$ cat config.mk
export PLATFORM = sky130hd
export DESIGN_NAME = uart_rx
export DESIGN_NICKNAME = d
export VERILOG_FILES = /design/src/rtl/uart_rx.sv
export SDC_FILE = /design/constraint.sdc
export NUM_CORES = 1
export LEC_CHECK = 0
export ABC_AREA = 1
export ABC_CLOCK_PERIOD_IN_PS = 5000
export CAP_MARGIN = 0
export CORE_UTILIZATION = 46
export CTS_BUF_LIST = sky130_fd_sc_hd__clkbuf_8
export CTS_CLUSTER_DIAMETER = 50
export DETAILED_ROUTE_END_ITERATION = 8
export PLACE_DENSITY = 0.88
export SLEW_MARGIN = 10
export SYNTH_ARGS = -nofsm -noshare
export SYNTH_HDL_FRONTEND = slang
export SYNTH_SLANG_ARGS = --single-unit
export TNS_END_PERCENT = 20
$ cat constraint.sdc
create_clock -name wb_clk -period 5 [get_ports wb_clk]
set_clock_uncertainty 0.05 [all_clocks]
set_input_delay 0.5 -clock wb_clk [delete_from_list [all_inputs] [get_ports wb_clk]]
set_output_delay 0.5 -clock wb_clk [all_outputs]
set_load 0.03 [all_outputs]
$ cat src/rtl/uart_rx.sv
// uart_rx: Wishbone dbus 8N1 UART receiver with byte buffer and data-available irq.
// Define UART_RX_FIFO_EN for a 2**FIFO_BITS deep FIFO; otherwise a single holding register.
module uart_rx #(
  parameter int unsigned       AWIDTH    = 8,
  parameter logic [AWIDTH-1:0] ADDR      = 8'h61,
  parameter int unsigned       DIVIDE    = 278,
  parameter int unsigned       FIFO_BITS = 3
) (
  input  logic        wb_clk,
  input  logic        wb_rst_n,
  input  logic [31:0] wb_dbus_adr,
  input  logic [31:0] wb_dbus_dat,
  input  logic [3:0]  wb_dbus_sel,
  input  logic        wb_dbus_we,
  input  logic        wb_dbus_cyc,
  output logic [31:0] rdt,
  output logic        ack,
  input  logic        rx,
  output logic        irq
);

  localparam int unsigned CW = $clog2(DIVIDE + 1);
  localparam logic [CW-1:0] HALF    = CW'(DIVIDE / 2);
  localparam logic [CW-1:0] FULL    = CW'(DIVIDE);
  localparam logic [CW-1:0] CNT_ONE = CW'(1);

  localparam logic [1:0] S_IDLE  = 2'd0;
  localparam logic [1:0] S_START = 2'd1;
  localparam logic [1:0] S_DATA  = 2'd2;
  localparam logic [1:0] S_STOP  = 2'd3;

  logic          rx_s1_q, rx_s2_q, rx_p_q;
  logic [1:0]    st_q, st_d;
  logic [CW-1:0] cnt_q, cnt_d;
  logic [2:0]    bit_q, bit_d;
  logic [7:0]    sh_q, sh_d;
  logic          push, ferr_set;
  logic          fall, expire;

  logic          ack_q, ack_d;
  logic          done_q, done_d;
  logic [31:0]   rdt_q, rdt_d;
  logic          ovf_q, ovf_d;
  logic          ferr_q, ferr_d;

  logic          hit, acc, pop, wr_stat;
  logic          not_empty, full, wr;
  logic [7:0]    head;

  logic unused_ok;
  assign unused_ok = ^{wb_dbus_sel, wb_dbus_dat[31:3], wb_dbus_dat[0],
                       wb_dbus_adr[31-AWIDTH:3], wb_dbus_adr[1:0]};

  assign fall   = rx_p_q & ~rx_s2_q;
  assign expire = (cnt_q == CNT_ONE);

  // two-flop synchroniser plus one history flop for edge detect
  always_ff @(posedge wb_clk or negedge wb_rst_n) begin
    if (!wb_rst_n) begin
      rx_s1_q <= 1'b1;
      rx_s2_q <= 1'b1;
      rx_p_q  <= 1'b1;
    end else begin
      rx_s1_q <= rx;
      rx_s2_q <= rx_s1_q;
      rx_p_q  <= rx_s2_q;
    end
  end

  // deframing FSM: mid-bit sampling driven by the bit-period divider
  always_comb begin
    st_d     = st_q;
    cnt_d    = cnt_q;
    bit_d    = bit_q;
    sh_d     = sh_q;
    push     = 1'b0;
    ferr_set = 1'b0;
    if (st_q != S_IDLE) cnt_d = cnt_q - CNT_ONE;
    unique case (st_q)
      S_IDLE: begin
        if (fall) begin
          cnt_d = HALF;
          st_d  = S_START;
        end
      end
      S_START: begin
        if (expire) begin
          if (rx_s2_q) begin
            st_d = S_IDLE;
          end else begin
            cnt_d = FULL;
            bit_d = 3'd0;
            st_d  = S_DATA;
          end
        end
      end
      S_DATA: begin
        if (expire) begin
          sh_d  = {rx_s2_q, sh_q[7:1]};
          bit_d = bit_q + 3'd1;
          cnt_d = FULL;
          if (bit_q == 3'd7) st_d = S_STOP;
        end
      end
      S_STOP: begin
        if (expire) begin
          st_d = S_IDLE;
          if (rx_s2_q) push = 1'b1;
          else         ferr_set = 1'b1;
        end
      end
      default: st_d = S_IDLE;
    endcase
  end

  // receive FSM state
  always_ff @(posedge wb_clk or negedge wb_rst_n) begin
    if (!wb_rst_n) begin
      st_q  <= S_IDLE;
      cnt_q <= '0;
      bit_q <= '0;
      sh_q  <= '0;
    end else begin
      st_q  <= st_d;
      cnt_q <= cnt_d;
      bit_q <= bit_d;
      sh_q  <= sh_d;
    end
  end

  assign hit     = wb_dbus_cyc & (wb_dbus_adr[31:32-AWIDTH] == ADDR);
  assign acc     = hit & ~ack_q & ~done_q;
  assign pop     = acc & ~wb_dbus_we & ~wb_dbus_adr[2] & not_empty;
  assign wr_stat = acc & wb_dbus_we & wb_dbus_adr[2];
  assign wr      = push & (~full | pop);

  // bus response: one ack per cycle request, read data only in the ack cycle
  always_comb begin
    ack_d  = acc;
    done_d = wb_dbus_cyc & (done_q | acc);
    rdt_d  = 32'h0;
    if (acc & ~wb_dbus_we) begin
      if (wb_dbus_adr[2]) rdt_d = {29'h0, ferr_q, ovf_q, not_empty};
      else if (not_empty) rdt_d = {24'h0, head};
    end
    ovf_d = ovf_q;
    if (wr_stat & wb_dbus_dat[1]) ovf_d = 1'b0;
    if (push & full & ~pop) ovf_d = 1'b1;
    ferr_d = ferr_q;
    if (wr_stat & wb_dbus_dat[2]) ferr_d = 1'b0;
    if (ferr_set) ferr_d = 1'b1;
  end

  // bus and status flag registers
  always_ff @(posedge wb_clk or negedge wb_rst_n) begin
    if (!wb_rst_n) begin
      ack_q  <= 1'b0;
      done_q <= 1'b0;
      rdt_q  <= '0;
      ovf_q  <= 1'b0;
      ferr_q <= 1'b0;
    end else begin
      ack_q  <= ack_d;
      done_q <= done_d;
      rdt_q  <= rdt_d;
      ovf_q  <= ovf_d;
      ferr_q <= ferr_d;
    end
  end

`ifdef UART_RX_FIFO_EN
  localparam int unsigned DEPTH = 1 << FIFO_BITS;
  localparam logic [FIFO_BITS:0]   FC_ONE = (FIFO_BITS+1)'(1);
  localparam logic [FIFO_BITS:0]   FC_MAX = (FIFO_BITS+1)'(DEPTH);
  localparam logic [FIFO_BITS-1:0] P_ONE  = FIFO_BITS'(1);

  logic [7:0]           mem_q [DEPTH];
  logic [FIFO_BITS-1:0] wp_q, rp_q;
  logic [FIFO_BITS:0]   fc_q;

  assign full      = (fc_q == FC_MAX);
  assign not_empty = (fc_q != '0);
  assign head      = mem_q[rp_q];

  // FIFO pointers and occupancy
  always_ff @(posedge wb_clk or negedge wb_rst_n) begin
    if (!wb_rst_n) begin
      wp_q <= '0;
      rp_q <= '0;
      fc_q <= '0;
    end else begin
      if (wr)  wp_q <= wp_q + P_ONE;
      if (pop) rp_q <= rp_q + P_ONE;
      if (wr & ~pop)      fc_q <= fc_q + FC_ONE;
      else if (~wr & pop) fc_q <= fc_q - FC_ONE;
    end
  end

  // FIFO storage, contents are don't-care until written
  always_ff @(posedge wb_clk) begin
    if (wr) mem_q[wp_q] <= sh_q;
  end
`else
  logic       vld_q;
  logic [7:0] hold_q;
  logic       unused_fb;

  assign unused_fb = ^(FIFO_BITS);
  assign full      = vld_q;
  assign not_empty = vld_q;
  assign head      = hold_q;

  // single holding register with valid flag
  always_ff @(posedge wb_clk or negedge wb_rst_n) begin
    if (!wb_rst_n) begin
      vld_q  <= 1'b0;
      hold_q <= '0;
    end else begin
      if (wr)       vld_q <= 1'b1;
      else if (pop) vld_q <= 1'b0;
      if (wr) hold_q <= sh_q;
    end
  end
`endif

  assign rdt = rdt_q;
  assign ack = ack_q;
  assign irq = not_empty;

endmodule

Word-level counts from Yosys, hierarchy flattened
Cells that the tools add are included.
{"block": "op_classes", "multipliers": 0, "n_addsub": 2, "n_bitwise": 24, "n_reduce_logical": 9, "eq_ne": 12, "n_lt_le_gt_ge": 0, "div": 0, "mux": 32, "shift": 0}
{"op": "$mux W32", "count": 2}
{"op": "$mux W9", "count": 5}
{"op": "$pmux W9 S3", "count": 1}
{"op": "$and A1 B1 Y1", "count": 15}
{"op": "$mux W1", "count": 12}
{"op": "$mux W2", "count": 6}
{"op": "$ne A2 B2 Y1 const B", "count": 6}
{"op": "$reduce_bool A2 Y1", "count": 5}
{"op": "$eq A9 B1 Y1 const B", "count": 1}
{"op": "$mux W3", "count": 3}
{"op": "$sub A9 B1 Y9 const B", "count": 1}
{"op": "$eq A8 B7 Y1 const B", "count": 1}
{"op": "$mux W8", "count": 1}
{"op": "$pmux W2 S4", "count": 1}
{"op": "$not A1 Y1", "count": 7}
{"op": "$pmux W3 S2", "count": 1}
{"op": "$reduce_and A5 Y1", "count": 1}
{"op": "$eq A2 B2 Y1 const B", "count": 2}
{"op": "$reduce_and A4 Y1", "count": 1}
{"op": "$add A3 B1 Y3 const B", "count": 1}
{"op": "$eq A3 B3 Y1 const B", "count": 1}
{"op": "$eq A2 B1 Y1 const B", "count": 1}
{"op": "$logic_not A2 Y1", "count": 1}
{"op": "$or A1 B1 Y1", "count": 2}
{"op": "$reduce_and A2 Y1", "count": 1}
{"block": "totals", "ram_bits": 0, "latchBits": 0, "output_inout_bits": 34, "word_cells": 93, "romBits": 0, "memories": 0, "ff_bits": 70}

Longest topological paths before layout
{"block": "logic_depth", "depth_word": 10, "depth_mapped": 10, "depth_no_buf": 10}

Worst setup path before layout
Ideal clock, no wire load.
{"block": "synth_timing", "kind": "reg2reg", "from": "register cnt_q[1]", "to": "register hold_q[0], in the netlist head[0]", "n_path_buf": 0, "synth_period_minus_slack_ns": 1.577, "path_slack_ns": 3.423, "path_stages_with_launch": 10, "arrival_time_ns": 1.410, "path_cell_list": "dfrtp_1 inv_1 ha_1 nand3_2 nor2_4 inv_2 nor3_4 nand2_4 nand2_1 nand2_1"}
{"block": "synth_via", "elab_chain_len": 4}
{"item": "start, declared", "line_no": "34", "text": "logic [CW-1:0] cnt_q, cnt_d;"}
{"item": "start signal, assigned", "line_no": "125", "text": "cnt_q <= cnt_d;"}
{"item": "$eq A9 B1 Y1", "line_no": "55", "text": "assign expire = (cnt_q == CNT_ONE);"}
{"item": "$mux W1", "line_no": "106", "text": "if (expire) begin"}
{"item": "$mux W1", "line_no": "79", "text": "unique case (st_q)"}
{"item": "$and A1 B1 Y1", "line_no": "135", "text": "assign wr = push & (~full | pop);"}
{"item": "end signal, assigned", "line_no": "221", "text": "if (wr) hold_q <= sh_q;"}
{"item": "end, declared", "line_no": "205", "text": "logic [7:0] hold_q;"}
No other way between the ends.
A chain may end at the register's enable or synchronous reset.

Worst setup path after layout
{"block": "layout_timing", "from": "register vld_q, in the netlist irq", "to": "output port irq"}
{"item": "start, declared", "line_no": "204", "text": "logic vld_q;"}
{"item": "start signal, assigned", "line_no": "216", "text": "vld_q <= 1'b0;"}
{"item": "start signal, assigned", "line_no": "219", "text": "if (wr) vld_q <= 1'b1;"}
{"item": "start signal, assigned", "line_no": "220", "text": "else if (pop) vld_q <= 1'b0;"}
{"item": "end, declared", "line_no": "19", "text": "output logic irq"}
No word-level cell between the ends.

==> impl_metrics.yaml <==
run_status:
  run_status: "complete, but fails checks"
  violations: "DRC"
global_route:
  track_usage: 0.162
  grt_overflow: 0
  grt_pass1_vias: 1545
  grt_pass1_wl_mm: 6.45
  antenna_found_initial: 0
  grt_max_degree: 47
yosys:
  yosys.cell_count.top_type: "nand2_1"
  synth_cell_types: 30
  seq_area_frac_synth: 0.509
  synth_area_per_cell_um2: 8.82
  syn_inst: 257
  synthFlopType: "dfrtp_1"
  synth.top_cell.area_share: 0.475
  yosys.area.top_type: "dfrtp_1"
  synth_edf_count: 0
  ys_ff_latch: 46
  syn-cell-area_um2: 2270
  ys_top_cells_by_area: "dfrtp_1 47%, nand2_1 8.8%, buf_4 7.9%"
  ys_top_cells_by_count: "53 x nand2_1, 43 x dfrtp_1, 32 x inv_1"
  synth-async-reset-ratio: 1.00
  yosysWarningCount: 0
floorplanning:
  start_util: 0.480
  rows: 25
  dieArea_um2: 5210
  die_w_um: 72.2
  die_h_um: 72.2
  boundaryPins: 107
  coreArea_um2: 4720
clocking:
  post_cts_buffers: 0
  cts.clk_slew.worst_paths_ps: 80
  cts_buffer_depth: 2
  cts_buffers: 5
  insertion_delay_ps: 290
  hold_buffers: 0
  clock-root-buffer: "clkbuf_8"
  h-tree-depth: 2
  cts_tree: "done"
  clock-sinks: 46
  cts_resized: 0
timing:
  finalCritPeriodShare: 0.393
  fin_setup_tns_ps: 0
  max_freq_mhz: 509
  timing.final.ws_setup_ps: 3030
  period_needed_ps: 1970
  hold_violations: 0
  slew_viol_final: 0
  rsz0062_at_grt: "no"
  max_slew_margin: 0.367
  worst_slew_pin_slew_ps: 950
  setup_viol: 0
hold_path:
  hold_class: "in2async"
route:
  ant_nets: 0
  drt_iter0_drc: 58
  wl_mm: 3.70
  routed_via_density: 4.63
  avgRoutedWirePerCell_um: 10.4
  drc: 2
  dr.pass1.iters: 6
  via_count: 1644
placed_design:
  routabilityCongestion: 0.820
  port_buffers: 25
  pre_cts_slack_ps: 2820
  hpwl_mm: 2.71
pwr:
  power_density_nw_per_um2: 362
  leakagePower_uw: 0.00131
  power_uw: 934
  vdd_drop_max_v: 0.000148
cells_and_area:
  diodes: 0
  nets: 364
  area_delta_synth_final_pct: 14.0
  drive_above_1_share: 0.0833
setup_path:
  arrival_ps: 1420
  endpoint_kind: "output pin"
  cp_top_family: "buffers and inverters"
  slowest_stage: "clkdlybuf4s50_1"
  critical_path_required_ps: 4450
  cp-start-kind: "flop"
  crit_type: "reg2out"
  path_cells: "clkdlybuf4s50_1"
  cp_max_fo: 5
  cpPeakStageDelay_ps: 700
  path_buf_inv: 1
flow_run:
  max_cap_viol_count: 0
## layer usage
metal / up-vias / share of wire / GRT usage
li1: 829 / - / -
met1: 758 / 0.44 / 0.180
met2: 53 / 0.49 / 0.295
met3: 4 / 0.054 / 0.0417
met4: 0 / 0.012 / 0.0654
met5: - / 0 / 0
## path summary, 6_finish.rpt
path | end | slack [ps] | cells after the start | from
min in group wb_clk | rx_s2_q | 310 | 0 | rx_s1_q
max in group asynchronous | bit_q[0] | 4010 | 1 | wb_rst_n
min reg2reg | rx_s2_q | 310 | 0 | rx_s1_q
max reg2reg | cnt_q[4] | 3150 | 5 | rx_s2_q
min | ack | 300 | 1 | wb_rst_n
max | irq | 3030 | 1 | irq
## logic make-up after synthesis
kind of cell             share of synthesized area
adder cells (fa/ha/maj)                     0.0221
flip-flops                                   0.509
multiplexers                               0.00497
other                                      0.00165
buffers and inverters                        0.136
AO/OA/AOI/OAI                               0.0811
AND/OR/NAND/NOR                              0.225
XOR/XNOR                                    0.0193
## report_power, final
group	total, uW	internal [uW]	switching, uW
sequential	463	414	49.2
clock	212	96.5	115
combinational	260	91.3	168
total	934	602	333
## cells in the final DEF (no fill, tap or decap)
| cell type | n |
|---|---|
| o21ai_0 | 18 |
| nand4_1 | 1 |
| nand3_1 | 23 |
| nor3_4 | 1 |
| nor2_1 | 22 |
| nor3_1 | 1 |
| dfrtp_1 | 43 |
| a32o_1 | 2 |
| mux2_2 | 1 |
| xor2_1 | 3 |
| nand2_4 | 1 |
| nor2_2 | 1 |
| conb_1 | 24 |
| inv_1 | 33 |
| dfstp_2 | 3 |
| buf_2 | 1 |
| nor2_4 | 3 |
| clkbuf_8 | 5 |
| o21a_1 | 1 |
| nand2_1 | 53 |
| o221ai_1 | 2 |
| inv_2 | 1 |
| xnor2_1 | 2 |
| clkdlybuf4s50_1 | 24 |
| clkinv_2 | 1 |
| o2111ai_1 | 1 |
| ha_1 | 4 |
| or2_2 | 2 |
| nand2_2 | 2 |
| a21oi_1 | 6 |
| nand3_2 | 1 |
| o211a_1 | 1 |
| clkinv_4 | 1 |
## flip-flops by register name, indices dropped and copies added, names as in the netlist, named ones only
register / count
done_q: 1
irq: 1
cnt_q: 9
sh_q: 8
rx_s1_q: 1
head: 8
bit_q: 3
rdt: 8
rx_s2_q: 1
rx_p_q: 1
st_q: 1
ferr_q: 1
ovf_q: 1
ack: 1
## metrics by stage
stage	hold WS, ps	util	cells	cell area, um2
floorplan	154	-	280	2350
global placement	296	0.529	347	2500
detailed placement	299	0.529	347	2500
CTS	311	0.547	355	2580
global route	318	0.547	355	2580
finish	298	0.547	355	2580
## area by class of cell
cell class	count	area, um2
clock buffers	5	68.8
clock inverters	3	17.5
fillers	405	2140
inverters	33	124
multi-input cells	176	890
flip-flops and latches	46	1150
well taps	67	83.8
repair buffers	25	245
(Power assumes the default switching activity.)
